$ cat src/rtl/accum_sum_controller_pkg.sv
// Shared definitions for the accumulator controller: widths, FSM encoding
// and the 7-segment glyph lookup used by the display drivers.
package accum_sum_controller_pkg;

   localparam int OPERAND_W = 8;
   localparam int COUNT_W   = 4;
   localparam int SEG_W     = 7;

   typedef enum logic [1:0] {
      ST_IDLE  = 2'd0,
      ST_ACCUM = 2'd1,
      ST_FULL  = 2'd2,
      ST_OVF   = 2'd3
   } state_e;

   // Active-high segment pattern, bit order {g,f,e,d,c,b,a}
   function automatic logic [SEG_W-1:0] hex_to_seg(input logic [3:0] nib);
      logic [SEG_W-1:0] seg;
      case (nib)
         4'h0: seg = 7'h3F;
         4'h1: seg = 7'h06;
         4'h2: seg = 7'h5B;
         4'h3: seg = 7'h4F;
         4'h4: seg = 7'h66;
         4'h5: seg = 7'h6D;
         4'h6: seg = 7'h7D;
         4'h7: seg = 7'h07;
         4'h8: seg = 7'h7F;
         4'h9: seg = 7'h6F;
         4'hA: seg = 7'h77;
         4'hB: seg = 7'h7C;
         4'hC: seg = 7'h39;
         4'hD: seg = 7'h5E;
         4'hE: seg = 7'h79;
         default: seg = 7'h71;
      endcase
      return seg;
   endfunction

endpackage

$ cat src/rtl/button_handler_down.sv
// Turns a raw active-low push button into a single-cycle pulse per press.
module button_handler_down (
   input  logic clock,
   input  logic reset,
   input  logic button_i,
   output logic pulse_o
);

   logic btn_q;
   logic btn_prev_q;

   // Sample the button and keep one cycle of history; idle level is high
   always_ff @(posedge clock or negedge reset) begin
      if (!reset) begin
         btn_q      <= 1'b1;
         btn_prev_q <= 1'b1;
      end else begin
         btn_q      <= button_i;
         btn_prev_q <= btn_q;
      end
   end

   // A press is the high-to-low transition of the sampled button
   assign pulse_o = btn_prev_q & ~btn_q;

endmodule

$ cat src/rtl/hex22digit.sv
// Drives two 7-segment digits showing a byte in hexadecimal.
module hex22digit
   import accum_sum_controller_pkg::*;
(
   input  logic [7:0]         hex_i,
   output logic [2*SEG_W-1:0] digits_o
);

   // Upper digit shows the high nibble, lower digit the low nibble
   always_comb begin
      digits_o = {hex_to_seg(hex_i[7:4]), hex_to_seg(hex_i[3:0])};
   end

endmodule

$ cat src/rtl/accum_sum_controller.sv
// Button-driven 8-bit accumulator with operand counting, saturation after
// MAX_OPERANDS adds and a sticky overflow state; all values shown on 7-seg.
module accum_sum_controller
   import accum_sum_controller_pkg::*;
#(
   parameter int unsigned MAX_OPERANDS = 8
) (
   input  logic                 clock,
   input  logic                 reset,
   input  logic                 button_add,
   input  logic                 button_clear,
   input  logic [OPERAND_W-1:0] switch_0,
   output logic [2*SEG_W-1:0]   digits_0,
   output logic [2*SEG_W-1:0]   digits_1,
   output logic [2*SEG_W-1:0]   digits_2,
   output logic                 overload,
   output logic [1:0]           state
);

   localparam logic [COUNT_W-1:0] MAX_CNT = COUNT_W'(MAX_OPERANDS);

   logic                 flag_add;
   logic                 flag_clear;
   logic [OPERAND_W-1:0] number_q;
   logic [OPERAND_W-1:0] acc_q,   acc_d;
   logic [COUNT_W-1:0]   count_q, count_d;
   state_e               state_q, state_d;
   logic [OPERAND_W:0]   sum9;
   logic [COUNT_W-1:0]   count_inc;

   button_handler_down u_btn_add (
      .clock    (clock),
      .reset    (reset),
      .button_i (button_add),
      .pulse_o  (flag_add)
   );

   button_handler_down u_btn_clear (
      .clock    (clock),
      .reset    (reset),
      .button_i (button_clear),
      .pulse_o  (flag_clear)
   );

   // State, accumulator, count and operand registers
   always_ff @(posedge clock or negedge reset) begin
      if (!reset) begin
         state_q  <= ST_IDLE;
         acc_q    <= '0;
         count_q  <= '0;
         number_q <= '0;
      end else begin
         state_q  <= state_d;
         acc_q    <= acc_d;
         count_q  <= count_d;
         number_q <= switch_0;
      end
   end

   // Next-state logic: clear wins over add; adds only land in IDLE/ACCUM
   always_comb begin
      state_d   = state_q;
      acc_d     = acc_q;
      count_d   = count_q;
      sum9      = {1'b0, acc_q} + {1'b0, number_q};
      count_inc = count_q + 1'b1;
      if (flag_clear) begin
         state_d = ST_IDLE;
         acc_d   = '0;
         count_d = '0;
      end else if (flag_add && (state_q == ST_IDLE || state_q == ST_ACCUM)) begin
         acc_d   = sum9[OPERAND_W-1:0];
         count_d = count_inc;
         if (sum9[OPERAND_W])
            state_d = ST_OVF;
         else if (count_inc == MAX_CNT)
            state_d = ST_FULL;
         else
            state_d = ST_ACCUM;
      end
   end

   assign state    = state_q;
   assign overload = (state_q == ST_OVF);

   // Three display pairs: operand, accumulator, zero-extended count
   logic [7:0]         hex_in  [3];
   logic [2*SEG_W-1:0] hex_out [3];

   assign hex_in[0] = number_q;
   assign hex_in[1] = acc_q;
   assign hex_in[2] = {{(8-COUNT_W){1'b0}}, count_q};

   for (genvar gi = 0; gi < 3; gi++) begin : g_disp
      hex22digit u_hex (
         .hex_i    (hex_in[gi]),
         .digits_o (hex_out[gi])
      );
   end

   assign digits_0 = hex_out[0];
   assign digits_1 = hex_out[1];
   assign digits_2 = hex_out[2];

endmodule
$ cat config.mk
export PLATFORM = sky130hd
export DESIGN_NAME = accum_sum_controller
export DESIGN_NICKNAME = d
export VERILOG_FILES = /design/src/rtl/accum_sum_controller_pkg.sv /design/src/rtl/button_handler_down.sv /design/src/rtl/hex22digit.sv /design/src/rtl/accum_sum_controller.sv
export SDC_FILE = /design/constraint.sdc
export NUM_CORES = 1
export LEC_CHECK = 0
export BUFFER_PORTS_ARGS = -buffer_cell sky130_fd_sc_hd__buf_4
export CORE_MARGIN = 8
export CORE_UTILIZATION = 25
export CTS_BUF_LIST = sky130_fd_sc_hd__clkbuf_16
export CTS_CLUSTER_DIAMETER = 40
export CTS_CLUSTER_SIZE = 10
export DETAILED_ROUTE_END_ITERATION = 16
export GPL_TIMING_DRIVEN = 0
export PLACE_DENSITY_LB_ADDON = 0.2
export REMOVE_ABC_BUFFERS = 1
export SLEW_MARGIN = 5
export SYNTH_ARGS = -nofsm -noshare
export SYNTH_HDL_FRONTEND = slang
export SYNTH_SLANG_ARGS = --single-unit
$ cat constraint.sdc
create_clock -name clock -period 3.1 [get_ports clock]
set_input_delay 0.465 -clock clock [delete_from_list [all_inputs] [get_ports clock]]
set_output_delay 0.465 -clock clock [all_outputs]
set_load 0.1 [all_outputs]
Word-level counts from Yosys, hierarchy flattened

Memories as Yosys holds them, arrays and structs flattened.
Index checks and enable logic that the tools add are counted.

Flip-flop bits (word level): 26
ROM bits: 672
Input bits: 12
Output and inout bits: 45
Word-level logic and storage cells: 35
Memories: 6

Add/subtract/negate cells: 2
Eq/ne operators: 3
Mux-type cells: 8
Bitwise logic cells: 4
Reduce and logical (&&, ||, !) cells: 4

Memory list:

| name            | words | bits a word | read ports | clocked after memory_dff | write ports | line                           | RTL |
|---|---|---|---|---|---|---|---|
| (no name shown) | 16    | 7           | 1          | 0                        | 0           | accum_sum_controller_pkg.sv:19 | `case (nib)` |
| (no name shown) | 16    | 7           | 1          | 0                        | 0           | accum_sum_controller_pkg.sv:19 |  |
| (no name shown) | 16    | 7           | 1          | 0                        | 0           | accum_sum_controller_pkg.sv:19 |  |
| (no name shown) | 16    | 7           | 1          | 0                        | 0           | accum_sum_controller_pkg.sv:19 |  |
| (no name shown) | 16    | 7           | 1          | 0                        | 0           | accum_sum_controller_pkg.sv:19 |  |
| (no name shown) | 16    | 7           | 1          | 0                        | 0           | accum_sum_controller_pkg.sv:19 |  |

Operator list:

| cell                                                             | count |
|---|---|
| 8-bit two-way mux                                                | 2 |
| 8-bit by 8-bit adder with 9-bit output                           | 1 |
| 2-bit two-way mux                                                | 4 |
| 4-bit two-way mux                                                | 2 |
| 4-bit by 1-bit adder with 4-bit output (second input constant)   | 1 |
| 4-bit == test (second input constant)                            | 1 |
| 1-bit bitwise AND                                                | 2 |
| 2-bit by 1-bit == test with 1-bit output (second input constant) | 1 |
| 2-bit == test (second input constant)                            | 1 |
| 2-bit zero test                                                  | 1 |
| 1-bit inverter                                                   | 2 |
| 2-bit nonzero test                                               | 1 |
| 1-bit logical AND                                                | 1 |
| 1-bit logical OR                                                 | 1 |

Depth between registers and ports, before layout

Gate-level depths: netlist of run 1.

Word-level depth: 6
Depth in mapped cells: 8
Depth with buffers taken out: 8

Modules after synthesis

A second synthesis of run 1 with hierarchy kept.

Cells, all modules: 327
Area, all modules: 2834.0 um^2

Modules (own cells, without submodules):

| module                            | instances | cells each | area each (um^2) | seq. area each (um^2) |
|---|---|---|---|---|
| accum_sum_controller              | 1         | 111        | 1139.8           | 550.5 |
| hex22digit at g_disp[0].u_hex ... | 2         | 70         | 516.7            | 0.0 |
| hex22digit at g_disp[2].u_hex     | 1         | 70         | 528.0            | 0.0 |
| button_handler_down               | 2         | 3          | 66.3             | 52.6 |

Worst setup path before layout of run 1

OpenSTA, ideal clock, no wires.

Kind: register -> output
Start: reg count_q[0]
End: out digits_2[0]
Data arrival time: 3133 ps
Required time: 2635 ps
Path slack: -498 ps
Cell stages (with the launch flop): 4
Path buffers: 0
Cell sequence: dfrtp_1 inv_1 ha_1 a221oi_1

Longest elaborated chain between the ends: 1

RTL lines:

| what                   | line                       | RTL |
|---|---|---|
| from (decl)            | accum_sum_controller.sv:26 | `logic [COUNT_W-1:0] count_q, count_d;` |
| from (signal assigned) | accum_sum_controller.sv:55 | `count_q <= count_d;` |
| memory read 16 x 7 bit | --                         |  |
| to (decl)              | accum_sum_controller.sv:15 | `output logic [2*SEG_W-1:0] digits_2,` |

Every way passes these cells.

Worst setup path after layout of run 1

Start: reg count_q[0]
End: out digits_2[3]

Same word-level chain as after synthesis.

==> summary by stage, run 1 <==
Run status
The flow ran to the end, and the final reports show no timing, DRC or antenna violations.

Floorplan
The total area inside the core boundary comes to 10200 um2. The row count is 37. The die covers 13800 um2. The I/O pin count is 57. The die span in y is 118 um. The die outline width is 118 um. The starting utilization of the core area is 0.253.

Routing
After detailed routing, the average wire length per cell comes to 12.3 um. The number of vias in the routed layout is 2123. The count of nets left with antenna violations once routing finished came out at 0. For this run, design rule violations remaining after detail routing come to 0. The first detailed-routing pass took 4 iterations. The violation count after the first detailed-routing iteration is 144. The final routed wirelength across all metal layers is 5.81 mm. Dividing the detail-routed via count by the number of cells gives 4.51.

Synth
The number of storage elements in the synthesis netlist is 26. The share of synthesized area in the top cell type comes to 0.213. The per-instance average area after synthesis is 8.75 um2.

In the post-synthesis netlist, the cell with the most instances is sky130_fd_sc_hd__ha_1. The number of warnings reported in the yosys synthesis log is 0. In this run, distinct cell masters in the synthesized netlist total 47. The cell area after synthesis is 2580 um2. The cell taking the most area after synthesis is sky130_fd_sc_hd__dfrtp_1. The synthesized design contains 0 enable-type register cells. The share of the Yosys chip area taken by registers is 0.254. The proportion of synthesized flip-flops having asynchronous set or reset is 1.00. For this run, the leading register cell type out of synthesis is sky130_fd_sc_hd__dfrtp_1. The commonest cells after synthesis are 44 x sky130_fd_sc_hd__ha_1, 30 x sky130_fd_sc_hd__inv_1, 25 x sky130_fd_sc_hd__a21oi_1, 22 x sky130_fd_sc_hd__dfrtp_1, 22 x sky130_fd_sc_hd__nor2_1. After technology mapping, the gate count stands at 295. By area the synthesized netlist is led by sky130_fd_sc_hd__dfrtp_1 21%, sky130_fd_sc_hd__ha_1 21%, sky130_fd_sc_hd__a21oi_1 4.8%.

Worst setup path
The signal on the critical path passes through inv_1, ha_1, inv_1, mux4_2, inv_1, buf_4. The worst setup path is of the reg2out kind. The setup check on the worst reg-to-reg path leaves a slack of 1020 ps. The critical path data required time is 2630 ps. The largest single stage delay on the critical path is 510 ps. The endpoint kind of the worst setup timing path is a primary output. The launch point of the worst path is count_q[0]. The critical path arrival is 2090 ps. The top fanout value on the critical path is 8. Counting both buffers and inverters, the worst setup path holds a total of 4.

On the critical path the largest part of the delay comes from buffers and inverters. The reg-to-reg startpoint is acc_q[0]. The slowest stage cell on the critical path is sky130_fd_sc_hd__dfrtp_1. In this run the critical register-to-register path is captured at state[0].

For the worst flop-to-flop path, the logic depth is 8. By instance count, the cell type seen most on the critical path is sky130_fd_sc_hd__inv_1. STA classifies the critical path startpoint as a flop.

Power
The leakage power total is 0.00142 uW. VDD sags by at most 0.000646 V. After layout, the design draws a total of 2740 uW.

Dividing total power by cell area gives a power density of 883 nW/um2.

Global routing
After global routing the overflow that remains totals 0. The initial antenna violation count came to 0. For this run, the total global-route usage over all layers was measured as 0.0811. The global-route wire length before repair is 9.75 mm.

The largest net degree at the start of global routing is 27. The via count of the first global-routing pass is 2072.

Timing
The number of pins exceeding their max-slew limit in the final report is 0. Of the available clock period, the critical path in the final layout requires 0.826. The count of endpoints failing hold in the final timing report was 0.

At the pin with the least slew margin, the transition time is 852 ps. The fmax is 391 MHz. Setup repair after global routing left no endpoint under its margin. The count of endpoints failing setup in the final report is 0. The worst relative slew slack is 0.431. The worst path needs 2560 ps of the cycle, external delays included. The clock tree skew after final layout is 3.25 ps.

Hold path
The path class of the tightest hold or removal check is in2async.

Placement
Routability-driven placement finished with a final weighted congestion of 0.771. The count of buffers inserted at the top-level ports is 49. The post-DP HPWL is 4.54 mm.

Final layout
Relative to the synthesized area, the layout overhead comes to 20.4%. The fraction of layout instances using a drive strength above 1 is 0.209. The repair_antennas step left the layout with diodes totalling 0.

The fill cell total of the finished layout is 1118. The post-route core utilization is 0.305. After the last flow step, the layout net total stands at 393. The multi-input combinational cell area is 1720 um2. The flip-flop and latch area is 656 um2.

Clocking
TritonCTS built the clock tree. The clock transition time at the flip-flop clock pins of the worst setup and hold paths is 60 ps. Counting every sink on the clock net gives 26.

The quantity of gates resized following cts is 0. The largest buffer count on any clock path is 2. The buffer cell driving the clock tree root is sky130_fd_sc_hd__clkbuf_16. The post-CTS setup buffer count is 0. Buffers inserted to repair hold after CTS numbered 0.

The clock reaches the later pin of the worst-skew pair after 260 ps. Counting the buffers created by CTS gives 3. In this run the number of H-tree levels came out at 1.

Job
The number of max-cap violations is 0.
## worst reg2reg max path, delay by kind of cell, from the launching register on
kind                       cells  cell delay [ps]
and+or+nand+nor                2              300
DFF                            1              460
adders and majority gates      2              650
buffers and inverters          1               70
AOI/OAI and AO/OA              3              530
## through the flow
step                cell area (um2)  hold slack, ps  cells  setup TNS (ps)  worst slack, ps
finish                         3110             116    471               0              541
global route                   3110             135    471               0              426
CTS                            3110             124    471               0              528
detailed placement             3030             363    467               0              808
global placement               3030             362    467               0              802
floorplan                      2490             169    282            -498             -498
## worst max-delay path by stage
| stage | to | slack [ps] | cells past startpoint |
|---|---|---|---|
| finish | digits_2[3] | 540 | 6 |
| global route | digits_2[3] | 430 | 6 |
| CTS | digits_2[3] | 530 | 6 |
| detailed placement | digits_2[3] | 810 | 6 |
| global placement | digits_2[3] | 800 | 6 |
| floorplan | digits_2[0] | -500 | 3 |
## registers in the layout, summed over array words and instances, names as in the netlist
signal and cells:
acc_q 8, u_btn_clear.btn_prev_q 1, u_btn_add.btn_prev_q 1, state 2
u_btn_clear.btn_q 1, u_btn_add.btn_q 1, number_q 8, count_q 4
## kinds of logic after synthesis
logic type                 share of synthesized area
AOI/OAI and AO/OA                              0.193
and+or+nand+nor                                0.149
buffers and inverters                         0.0858
adders and majority gates                      0.221
DFF                                            0.254
muxes                                         0.0640
xor gates and xnor gates                      0.0306
other                                        0.00291
## power by group
part	switching (uW)	internal [uW]	leakage, uW
registers	127	389	0.000320
clock network	113	173	0.0000385
logic	1450	489	0.00106
## layout by cell type (no fill, tap or decap), drive strengths merged
cell | synthesis | layout
ha | 44 | 44
buf | 13 | 49
o32a | 3 | 3
nand2b | 4 | 4
a21oi | 26 | 26
nor2b | 10 | 10
nand2 | 21 | 21
nor3b | 1 | 1
nor3 | 7 | 7
a211oi | 4 | 4
nand4b | 2 | 2
a221oi | 1 | 1
dfrtp | 22 | 22
a22o | 1 | 1
xnor2 | 8 | 8
mux2 | 2 | 2
mux4 | 5 | 5
nand4 | 1 | 1
a31oi | 4 | 4
o211ai | 2 | 2
mux2i | 3 | 3
and3 | 2 | 2
nand3 | 4 | 4
o21ai | 20 | 20
and2b | 1 | 1
fa | 1 | 1
o21a | 3 | 3
nor2 | 22 | 22
and2 | 1 | 1
dfstp | 4 | 4
conb | 2 | 7
o21bai | 2 | 2
xor2 | 1 | 1
clkbuf | 5 | 3
a22oi | 9 | 9
inv | 30 | 30
a21o | 3 | 3
clkinv | 0 | 1
o311ai | 1 | 1
## final cells by class
class / instances / area share
flip-flops and latches: 26 / 0.211
repair buffers: 49 / 0.118
well taps: 136 / 0.0548
multi-input cells: 226 / 0.554
clock inverters: 1 / 0.00121
inverters: 30 / 0.0362
clock buffers: 3 / 0.0242
## routing by layer
metal,wire (um),up-vias,GRT usage
met5,0,-,0
met4,19,0,0.00961
met1,2800,984,0.100
met2,2740,47,0.142
li1,-,1088,-
met3,255,4,0.0211
No activity file was read; power rests on OpenSTA's default activity.
==> run 2, diff against run 1 <==
--- a/config.mk
+++ b/config.mk
@@ -5,6 +5,7 @@
 export SDC_FILE = /design/constraint.sdc
 export NUM_CORES = 1
 export LEC_CHECK = 0
+export ABC_AREA = 1
 export BUFFER_PORTS_ARGS = -buffer_cell sky130_fd_sc_hd__buf_4
 export CORE_MARGIN = 8
 export CORE_UTILIZATION = 25
==> constraint.sdc (replaced) <==
create_clock -name clock -period 2.2 [get_ports clock]
set_input_delay 0.33 -clock clock [delete_from_list [all_inputs] [get_ports clock]]
set_output_delay 0.33 -clock clock [all_outputs]
set_load 0.1 [all_outputs]
==> summary by stage, run 2 <==
Floorplan
The core footprint is 9770 um2. The I/O pin count is 57. The floorplan step defined a die boundary enclosing 13500 um2. The die outline width is 116 um.

The initial utilization of the core area, before any placement, comes to 0.257. The row count is 36. The die span in y is 116 um.

Run status
The run finished with clean final reports.

Clocking
The insertion delay to the later sink of the worst-skew pair is 260 ps. The number of clock buffers inserted by TritonCTS is 3. For this design, the sink count on the clock tree is 26. The CTS tree is yes. Clock-pin slew was measured on the worst setup and hold paths at 70 ps.

CTS built an H-tree with a depth of 1. Clock tree synthesis selected as its root buffer the cell sky130_fd_sc_hd__clkbuf_16. The largest buffer count on any clock path is 2.

Routing
The number of remaining DRC errors is 0. The detail route stage leaves a number of antenna-violating nets equal to 0. In the final routed layout, each cell accounts on average for 10.5 um.

The final routed wirelength across all metal layers is 5.75 mm. After detailed routing, the number of vias per cell comes to 4.25. The first detailed-routing pass took 4 iterations. In this run, the number of DRC markers left after iteration 0 of detailed routing was 67. The number of vias in the routed layout is 2326.

Power
The peak supply drop is 0.00119 V. Of the total power, the clock network draws 0.131. The analysis attributes to net switching a power of 2510 uW. The leakage power total is 0.00170 uW. The share of total power dissipated in sequential elements is 0.166. The internal portion of the total power is 1540 uW. Of the total power, the share spent switching nets is 0.619. Power spread over the standard cell area amounts to 1270 nW/um2. Of the total power, combinational logic draws 0.703.

Timing
The worst path needs 2090 ps of the cycle, external delays included. Hold is met by 173 ps. Setup violations remaining at the end of the flow were counted as 0. The clock tree skew after final layout is 3.17 ps. The worst pin sits at a relative slew slack of 0.649. The number of pins exceeding their max-slew limit in the final report is 0. Of the available clock period, the critical path in the final layout requires 0.952.

The fmax is 478 MHz. The count of endpoints failing hold in the final timing report is 0. The actual transition at the worst max-transition pin is 526 ps.

Setup repair after global routing could not meet its margin everywhere.

Hold path
The path class of the tightest hold or removal check is in2reg.

Worst setup path
The startpoint kind of the worst setup timing path is a flop. Data on the critical path is required at its endpoint by 1870 ps. The top fanout value on the critical path is 5.

Data on the critical path arrives at its endpoint at 1760 ps. The signal on the critical path passes through inv_1, ha_1, a21oi_1, inv_1, a21oi_1, a31oi_1, buf_4. The slowest stage of the critical path belongs to the cell sky130_fd_sc_hd__dfrtp_1. The worst setup path is captured at a primary output. By startpoint and endpoint, the worst setup path is classified as reg2out. The largest single stage delay on the critical path is 440 ps.

Final layout
In the layout the commonest cells are 92 x sky130_fd_sc_hd__nand2_1, 65 x sky130_fd_sc_hd__inv_1, 46 x sky130_fd_sc_hd__buf_4. The library cell used most frequently in the layout, excluding fill and tap cells, is sky130_fd_sc_hd__nand2_1. The area of all placed cells without fillers is 3180 um2. The count of cells in the finished layout, fillers not included, comes to 547. At the end of the flow the core is filled with cells to 0.326. From synthesis to final layout, the design area changed by 26.7%.

The repair_antennas step left the layout with diodes totalling 0. Of the cells placed in the final design, the portion with a size suffix greater than 1 is 0.186. At the end of the flow, the number of nets in the layout was 472.

The largest registers in the layout are acc_q (8), number_q (8), count_q (4).

Synth
The most instantiated flip-flop cell in the synthesis netlist is sky130_fd_sc_hd__dfrtp_1. Sorting the synthesized cells by how often they occur yields 92 x sky130_fd_sc_hd__nand2_1, 66 x sky130_fd_sc_hd__inv_1, 44 x sky130_fd_sc_hd__ha_1, 34 x sky130_fd_sc_hd__o21ai_0, 22 x sky130_fd_sc_hd__dfrtp_1. The unique cell type count in the Yosys netlist is 26. The number of enable flip-flop cells after synthesis is 0.

The post-synthesis simple-gate area fraction is 0.231. A synthesized cell averages 6.98 um2. In the post-synthesis netlist, the biggest area contributors are sky130_fd_sc_hd__dfrtp_1 22%, sky130_fd_sc_hd__ha_1 22%, sky130_fd_sc_hd__nand2_1 14%. The compound-cell area share of the yosys netlist is 0.144. For this run, the register share of the synthesized area comes to 0.261. The cell area after synthesis is 2510 um2. Of the post-synthesis cell area, the dominant cell type holds 0.219.

Of the total synthesized cell area, the portion taken by XOR and XNOR cells is 0.00348. After synthesis, the share of cell area in mux cells is 0. The adder and majority cell fraction of the synthesized area is 0.227. After technology mapping, the gate count stands at 360.

After synthesis, the largest family of logic cells by area is simple AND/OR/NAND/NOR gates. The number of storage elements in the synthesis netlist is 26. The most repeated cell in the gate-level netlist after synthesis is sky130_fd_sc_hd__nand2_1. The Yosys step of the flow raised 0 warnings. The largest total area in the synthesized netlist belongs to sky130_fd_sc_hd__dfrtp_1. The proportion of synthesized flip-flops having asynchronous set or reset is 1.00.

Global routing
The initial antenna violation count is 0. For met1 alone, demand over resource in global routing was 0.107. The via count of the first global-routing pass was 2238. The largest net degree at the start of global routing is 27. For this run, global-route usage on met3 was measured as 0.0109. The most crowded layer after global routing is met2. The total global-route track usage is 0.0850. For met2 alone, demand over resource in global routing was 0.153. The global-route wire length before repair is 9.83 mm. For this run the aggregate overflow at the end of global routing stands at 0.

Placement
The number of placed instances, taps included, is 538. The count of buffers inserted at the top-level ports is 49. Once detailed placement completed, the half-perimeter wirelength came to 4.72 mm.

The placement-stage cell area is 3000 um2. At the end of routability-driven placement, the weighted congestion stood at 0.807.

Job
Across the run, the number of max-cap violations was 0.
## run 2: cell count changes in the layout (fill, tap and decap cells not counted), sizes merged, moves of 4 or more
cell    before  now
xnor2        8    0
nand2b       4    0
a21oi       26   17
nand3        4   19
a31oi        4    8
mux4         5    0
nor2b       10    0
a211oi       4    0
nand2       21   94
o21ai       20   37
inv         30   67
nor3         7    0
a22oi        9    0
## run 2: timing repair
action,CTS,global route
resized for setup,2,16
endpoints found under the setup margin,2,17
gates cloned,0,0
hold buffers,1,0
endpoints found under the hold margin,22,0
setup buffers,0,4
## run 2: logic make-up (layout without fill, tap and decap cells)
group	after synthesis	in the layout
xor+xnor	1	1
flops	26	26
simple gates	141	141
compound gates	68	68
buf+inv	77	126
other cells	2	7
fa+ha+maj	45	45
## run 2: area by class of cell
cell class | instances | area [um2]
inverter | 68 | 259
tap | 133 | 166
clock inverter | 1 | 30.0
sequential | 26 | 667
fill | 1082 | 6590
clock buffer | 3 | 75.1
multi-input combinational | 262 | 1550
timing repair buffer | 54 | 437
## run 2: stage by stage
step,setup TNS (ps),power [uW],setup slack (ps)
after floorplan,-17020,2930,-1290
after global placement,0,3480,296
after detailed placement,0,3490,284
after CTS,0,4040,7.75
after global routing,-5.42,4310,-5.42
final,0,4050,106
## run 2: final timing paths
| kind | startpoint | endpoint | slack, ps | cells past startpoint |
|---|---|---|---|---|
| max | number_q[4] | digits_0[10] | 110 | 7 |
| min | button_clear | u_btn_clear.btn_q | 170 | 1 |
| max reg2reg | acc_q[1] | acc_q[6] | 290 | 11 |
| min reg2reg | u_btn_clear.btn_q | u_btn_clear.btn_prev_q | 370 | 0 |
| max in group asynchronous | reset | u_btn_add.btn_prev_q | 1400 | 2 |
| min in group asynchronous | reset | state[1] | 510 | 2 |
## run 2: critical path: cells and delay by family, from the launching register on
kind	cells	cell delay, ps
adder cells (fa/ha/maj)	1	300
AO/OA/AOI/OAI	3	250
flip-flops	1	440
buffers and inverters	3	520
## run 2: power groups by stage
stage | sequential [uW] | clock (uW) | combinational, uW
after floorplan | 686 | 0 | 2240
after global placement | 681 | 0 | 2790
after detailed placement | 681 | 0 | 2800
after CTS | 672 | 547 | 2820
after global routing | 692 | 577 | 3040
final | 674 | 529 | 2850
## run 2: layer usage
| layer | part of all wire | routed length, um |
|---|---|---|
| met5 | 0 | 0 |
| met1 | 0.48 | 2750 |
| met4 | 0.0012 | 7 |
| met3 | 0.019 | 109 |
| met2 | 0.50 | 2890 |
